### src/rtl/midi_rx_parser.sv
// MIDI serial receiver (8N1) with a monophonic, last-note-priority note parser.
// Handles running status and interleaved real-time bytes on one selected channel.
module midi_rx_parser #(
  parameter int CLK_HZ  = 12_000_000,
  parameter int BAUD    = 31250,
  parameter int CHANNEL = 0
) (
  input  logic       clk,
  input  logic       rst_n,
  input  logic       midi_rx,
  output logic [7:0] midi_data,
  output logic       midi_valid,
  output logic [7:0] amplitude,
  output logic [7:0] rx_byte,
  output logic       rx_strobe,
  output logic       frame_err
);

  localparam int CLKS_PER_BIT = CLK_HZ / BAUD;
  localparam int CW = $clog2(CLKS_PER_BIT) + 1;
  localparam logic [CW-1:0] FULL_LOAD = CW'(CLKS_PER_BIT - 1);
  localparam logic [CW-1:0] HALF_LOAD = CW'(CLKS_PER_BIT / 2 - 1);
  localparam logic [3:0] CH = 4'(CHANNEL);

  typedef enum logic [1:0] {U_IDLE, U_START, U_DATA, U_STOP} uart_state_t;
  typedef enum logic [1:0] {WAIT_STATUS, WAIT_NOTE, WAIT_VEL} parse_state_t;

  uart_state_t  u_state, u_next;
  parse_state_t p_state, p_next;

  logic          rx_meta, rx_sync;
  logic [CW-1:0] baud_cnt;
  logic [2:0]    bit_idx;
  logic [7:0]    shreg;
  logic          break_wait;
  logic          tick;
  logic [6:0]    note;
  logic          note_on;
  logic          is_rt, is_voice;

  always_ff @(posedge clk) begin
    if (!rst_n) begin
      rx_meta <= 1'b1;
      rx_sync <= 1'b1;
    end else begin
      rx_meta <= midi_rx;
      rx_sync <= rx_meta;
    end
  end

  assign tick = (baud_cnt == '0);

  always_ff @(posedge clk) begin
    if (!rst_n) u_state <= U_IDLE;
    else        u_state <= u_next;
  end

  // After a bad stop bit the line may sit low (break); stay in STOP until it returns high.
  always_comb begin
    u_next = u_state;
    case (u_state)
      U_IDLE:  if (!rx_sync) u_next = U_START;
      U_START: if (tick) u_next = rx_sync ? U_IDLE : U_DATA;
      U_DATA:  if (tick && bit_idx == 3'd7) u_next = U_STOP;
      U_STOP: begin
        if (break_wait) begin
          if (rx_sync) u_next = U_IDLE;
        end else if (tick && rx_sync) begin
          u_next = U_IDLE;
        end
      end
      default: u_next = U_IDLE;
    endcase
  end

  always_ff @(posedge clk) begin
    if (!rst_n) begin
      baud_cnt   <= '0;
      bit_idx    <= '0;
      shreg      <= '0;
      break_wait <= 1'b0;
      rx_byte    <= '0;
      rx_strobe  <= 1'b0;
      frame_err  <= 1'b0;
    end else begin
      rx_strobe <= 1'b0;
      frame_err <= 1'b0;
      case (u_state)
        U_IDLE: begin
          baud_cnt   <= HALF_LOAD;
          bit_idx    <= '0;
          break_wait <= 1'b0;
        end
        U_START: begin
          if (tick) baud_cnt <= FULL_LOAD;
          else      baud_cnt <= baud_cnt - CW'(1);
        end
        U_DATA: begin
          if (tick) begin
            shreg    <= {rx_sync, shreg[7:1]};
            bit_idx  <= bit_idx + 3'd1;
            baud_cnt <= FULL_LOAD;
          end else begin
            baud_cnt <= baud_cnt - CW'(1);
          end
        end
        U_STOP: begin
          if (!break_wait) begin
            if (tick) begin
              if (rx_sync) begin
                rx_byte   <= shreg;
                rx_strobe <= 1'b1;
              end else begin
                frame_err  <= 1'b1;
                break_wait <= 1'b1;
              end
            end else begin
              baud_cnt <= baud_cnt - CW'(1);
            end
          end
        end
        default: ;
      endcase
    end
  end

  assign is_rt    = (rx_byte[7:3] == 5'b11111);
  assign is_voice = (rx_byte[7:5] == 3'b100) && (rx_byte[3:0] == CH);

  always_ff @(posedge clk) begin
    if (!rst_n) p_state <= WAIT_STATUS;
    else        p_state <= p_next;
  end

  // WAIT_STATUS doubles as "no running status"; any non-real-time status byte restarts the message.
  always_comb begin
    p_next = p_state;
    if (rx_strobe) begin
      if (rx_byte[7]) begin
        if (!is_rt) p_next = is_voice ? WAIT_NOTE : WAIT_STATUS;
      end else begin
        case (p_state)
          WAIT_NOTE: p_next = WAIT_VEL;
          WAIT_VEL:  p_next = WAIT_NOTE;
          default:   p_next = p_state;
        endcase
      end
    end
  end

  always_ff @(posedge clk) begin
    if (!rst_n) begin
      note       <= '0;
      note_on    <= 1'b0;
      midi_data  <= '0;
      midi_valid <= 1'b0;
      amplitude  <= '0;
    end else if (rx_strobe) begin
      if (rx_byte[7]) begin
        if (is_voice) note_on <= rx_byte[4];
      end else if (p_state == WAIT_NOTE) begin
        note <= rx_byte[6:0];
      end else if (p_state == WAIT_VEL) begin
        if (note_on && rx_byte[6:0] != 7'd0) begin
          midi_data  <= {1'b0, note};
          amplitude  <= {rx_byte[6:0], 1'b0};
          midi_valid <= 1'b1;
        end else if (midi_valid && {1'b0, note} == midi_data) begin
          midi_valid <= 1'b0;
        end
      end
    end
  end

endmodule

### config.mk
export PLATFORM = sky130hd
export DESIGN_NAME = midi_rx_parser
export DESIGN_NICKNAME = d
export VERILOG_FILES = /design/src/rtl/midi_rx_parser.sv
export SDC_FILE = /design/constraint.sdc
export NUM_CORES = 1
export LEC_CHECK = 0
export BUFFER_PORTS_ARGS = -buffer_cell sky130_fd_sc_hd__clkbuf_2
export CAP_MARGIN = 20
export CORE_MARGIN = 1.5
export CORE_UTILIZATION = 54
export CTS_BUF_LIST = sky130_fd_sc_hd__clkbuf_4 sky130_fd_sc_hd__clkbuf_8
export CTS_CLUSTER_SIZE = 28
export DETAILED_ROUTE_END_ITERATION = 12
export PLACE_DENSITY_LB_ADDON = 0.1
export SLEW_MARGIN = 20
export SYNTH_ARGS = -nofsm -noshare
export SYNTH_HDL_FRONTEND = slang
export SYNTH_SLANG_ARGS = --single-unit
### constraint.sdc
create_clock -name clk -period 2 [get_ports clk]
set_clock_uncertainty 0.1 [all_clocks]
set_input_delay 0.1 -clock clk [delete_from_list [all_inputs] [get_ports clk]]
set_output_delay 0.1 -clock clk [all_outputs]
set_load 0.05 [all_outputs]
==> metrics.log <==
INFO  metric share_of_the_yosys_chip_area_belonging_to_registers = 0.448
INFO  metric holdPathEnd = rx_meta
INFO  metric detailed_route_wire_length = 5.78 mm
INFO  metric yosys_cell_types = 51
INFO  metric switching_share = 0.239
INFO  metric synth_area_leaders = sky130_fd_sc_hd__dfxtp_1 (45%), sky130_fd_sc_hd__mux2i_1 (10%), sky130_fd_sc_hd__nor2_1 (6.3%)
INFO  metric synth_compound_gate_area_share = 0.129
INFO  metric power.leakage = 1.44 nW
INFO  metric layout.core_utilization = 0.704
INFO  metric tritoncts = yes
INFO  metric synth.ff_latch_count = 61
INFO  metric timing.final.hold_violations = 0
INFO  metric setup_viol = 0
INFO  metric nNetsFinal = 368
INFO  metric grt_overflow_total = 0
INFO  metric synth_top_family_by_area = simple AND/OR/NAND/NOR gates
INFO  metric final_layout_size_suffix_gt1_frac = 0.259
INFO  metric clock_power_share = 0.445
INFO  metric first_pass_grt_wire_length = 9.28 mm
INFO  metric path_max_fanout = 4
INFO  metric nFillCells = 371
INFO  metric place_ws = -0.00133 ns
INFO  metric grt_max_degree = 46
INFO  metric fp.coreArea = 4790 um^2
INFO  metric cts.htree.levels = 3
INFO  metric drt_drc_violations_left = 0
INFO  metric seqPwrFrac = 0.448
INFO  metric dp_hpwl = 3.99 mm
INFO  metric io_pins = 30
INFO  metric post_drt_wl_per_cell = 13.4 um
INFO  metric place.gp.congestion = 0.840
INFO  metric numCtsBuffers = 9
INFO  metric num_vias = 2316
INFO  metric post_synth_most_frequent_cells = sky130_fd_sc_hd__dfxtp_1 (61), sky130_fd_sc_hd__nor2_1 (46), sky130_fd_sc_hd__nand2_1 (38), sky130_fd_sc_hd__mux2i_1 (28), sky130_fd_sc_hd__a21oi_1 (25)
INFO  metric die_width = 74.0 um
INFO  metric clkSinkCount = 61
INFO  metric power_dissipated_by_switching_net_loads = 0.000686 W
INFO  metric synth_area_per_cell = 8.87 um^2
INFO  metric max_slew.worst_pin.slew = 0.841 ns
INFO  metric area_delta_synth_final = 23.7%
INFO  metric synth_async_sr_flop_share = 0
INFO  metric fmaxAchievable = 0.506 GHz
INFO  metric fraction_of_synthesized_cell_area_in_xor_and_xnor_cells = 0.0225
INFO  metric irDropWorstVdd = 584 uV
INFO  metric netlist.area_leader.share = 0.448
INFO  metric setup_ws_final = 0.0225 ns
INFO  metric grt_antenna_before_repair = 0
INFO  metric dieHeight = 74.0 um
INFO  metric floorplan.initialDensity = 0.569
INFO  metric first_global_vias = 1973
INFO  metric cp.required = 2.13 ns
INFO  metric synthMuxAreaShare = 0.103
INFO  metric clock_path_buffers = 2
INFO  metric timing.max_slew.rel_slack = 0.439
INFO  metric hold_path.startpoint = rst_n
INFO  metric clk_pin_slew_worst_paths = 0.07 ns
INFO  metric synthSimpleGateAreaFrac = 0.220
INFO  metric route.antenna.remaining_nets = 0
INFO  metric worst_skew_pair.late_latency = 0.34 ns
INFO  metric share_of_the_clock_period_used_by_the_worst_path = 0.989
INFO  metric rsz0062_at_grt = true
INFO  metric place.detailed.instances = 410
INFO  metric pwr_density_cell = 851 nW/um^2
INFO  metric cp_data_arrival_time = 2.11 ns
INFO  metric ys.warnings.count = 0
INFO  metric synth-main-ff-cell = sky130_fd_sc_hd__dfxtp_1
INFO  metric tightest_hold_check_type = in -> reg
INFO  metric cap_viol_max_count = 0
INFO  metric buffer_ports.inserted = 27
INFO  metric synthCells = 307
INFO  metric clockRootBuffer = sky130_fd_sc_hd__clkbuf_8
INFO  metric total_power = 0.00287 W
INFO  metric post-synth-top-count-cell = sky130_fd_sc_hd__dfxtp_1
INFO  metric grt_usage = 0.224
INFO  metric first_pass_iters = 4
INFO  metric setup.worst_path.class = reg -> reg
INFO  metric stdcell_count = 430
INFO  metric post_synth_instance_area = 2720 um^2
INFO  metric num_antenna_cells = 0
INFO  metric floorplan.rows = 25
INFO  metric worst_setup_path_end_kind = register
INFO  metric critical_path.startpoint_type = register
INFO  metric period_minus_slack = 1.98 ns
INFO  metric die-area = 5480 um^2
INFO  metric reg2reg_slack = 0.02 ns
INFO  metric crit-reg2reg-launch = baud_cnt[1]
INFO  metric outcome = completed
INFO  metric ff2ff_path_depth = 7
INFO  metric dr.first_iter.drc_count = 140
INFO  metric synthAdderAreaFrac = 0.0322
INFO  metric combPwrFrac = 0.107
INFO  metric finalMaxSlewViolations = 0
INFO  metric number_of_synthesized_flops_with_an_enable_pin = 0
INFO  metric synthDominantAreaCellType = sky130_fd_sc_hd__dfxtp_1
INFO  metric worst_hold_depth = 3
INFO  metric post_drt_via_cell_ratio = 5.39
INFO  metric cellInternalPower = 0.00218 W
-- area by class of cell --
class	count	area (um^2)	area share
inverters	7	26.3	0.00780
multi-input cells	223	1420	0.421
well taps	67	83.8	0.0249
clock buffers	13	166	0.0494
repair buffers	56	380	0.113
clock inverters	3	67.6	0.0201
flip-flops and latches	61	1230	0.364
-- per-layer routing --
metal  share of wire  routed length [um]  vias up  track usage
met5               0                   0        -            0
met1            0.50                2890     1072        0.324
met2            0.43                2480       68        0.310
met3           0.051                 296       10       0.0501
li1                -                   -     1166            -
met4           0.020                 118        0        0.117
-- power groups by stage --
stage	combinational [W]	sequential, W	clock [W]
finish	0.000307	0.00128	0.00128
global route	0.000337	0.00129	0.00133
floorplan	0.000189	0.00131	0
detailed placement	0.000289	0.00131	0
global placement	0.000285	0.00131	0
CTS	0.000298	0.00128	0.00129
-- flip-flops by register name, summed over array words and instances, names as in the netlist, 2 cells and up, named ones only --
| name | cells |
|---|---|
| amplitude | 7 |
| bit_idx | 3 |
| shreg | 8 |
| note | 7 |
| midi_data | 7 |
| rx_byte | 8 |
| baud_cnt | 10 |
| p_state | 2 |
-- worst max-delay path, stage by stage (launching register included) --
cell                      delay [ns]
sky130_fd_sc_hd__dfxtp_2        0.33
sky130_fd_sc_hd__inv_2          0.06
sky130_fd_sc_hd__ha_4           0.13
sky130_fd_sc_hd__nor3b_4        0.29
sky130_fd_sc_hd__nand3_2        0.11
sky130_fd_sc_hd__a221o_1        0.34
sky130_fd_sc_hd__or3_1          0.39
sky130_fd_sc_hd__mux2i_1        0.12
-- metrics by stage --
stage	TNS, ns	cell area [um^2]	hold WS, ns
after global routing	-0.126	3370	0.0539
final	0	3370	0.0392
after floorplan	0	2750	0.0730
after CTS	0	3340	0.0360
after global placement	0	3090	0.190
after detailed placement	-0.00133	3090	0.188
-- worst max-delay path by stage --
stage	startpoint	to	slack (ns)	depth (start not counted)
after floorplan	baud_cnt[1]	register	0.02	7
after global placement	baud_cnt[1]	register	0.05	7
after detailed placement	baud_cnt[1]	baud_cnt[5]	-0.001	7
after CTS	u_state[0]	baud_cnt[3]	0.02	7
after global routing	baud_cnt[1]	register	-0.08	7
final	baud_cnt[1]	register	0.02	7
-- cell families (layout without fill, tap and decap cells) --
group | count (synthesis) | after routing
muxes | 28 | 28
adders and majority gates | 7 | 7
other | 1 | 2
DFF | 61 | 61
AOI/OAI and AO/OA | 55 | 55
buffers and inverters | 24 | 79
and+or+nand+nor | 124 | 124
xor gates and xnor gates | 7 | 7
-- cells in the final DEF, fill, tap and decap left out, drive strengths merged, types with 2 or more instances in the layout --
| cell type | n |
|---|---|
| mux2i | 28 |
| nor2 | 46 |
| nor4b | 2 |
| o21ai | 10 |
| nor4 | 3 |
| xnor2 | 7 |
| o221a | 2 |
| bufinv | 2 |
| dfxtp | 61 |
| conb | 2 |
| nand2b | 4 |
| and3 | 3 |
| clkbuf | 40 |
| or3 | 2 |
| a22oi | 2 |
| inv | 6 |
| nand3 | 10 |
| and2 | 2 |
| nand4 | 4 |
| buf | 28 |
| o31ai | 2 |
| nor3 | 4 |
| ha | 7 |
| a21oi | 25 |
| a211oi | 2 |
| nand2 | 38 |
-- repair_timing --
item / 4_1_cts / 5_1_grt
endpoints found under the setup margin: 2 / 11
hold buffers: 1 / 0
endpoints found under the hold margin: 1 / 0
buffers inserted: 1 / 2
pin swaps: 2 / 1
resized for setup: 1 / 3
No activity file was read; power rests on OpenSTA's default activity.
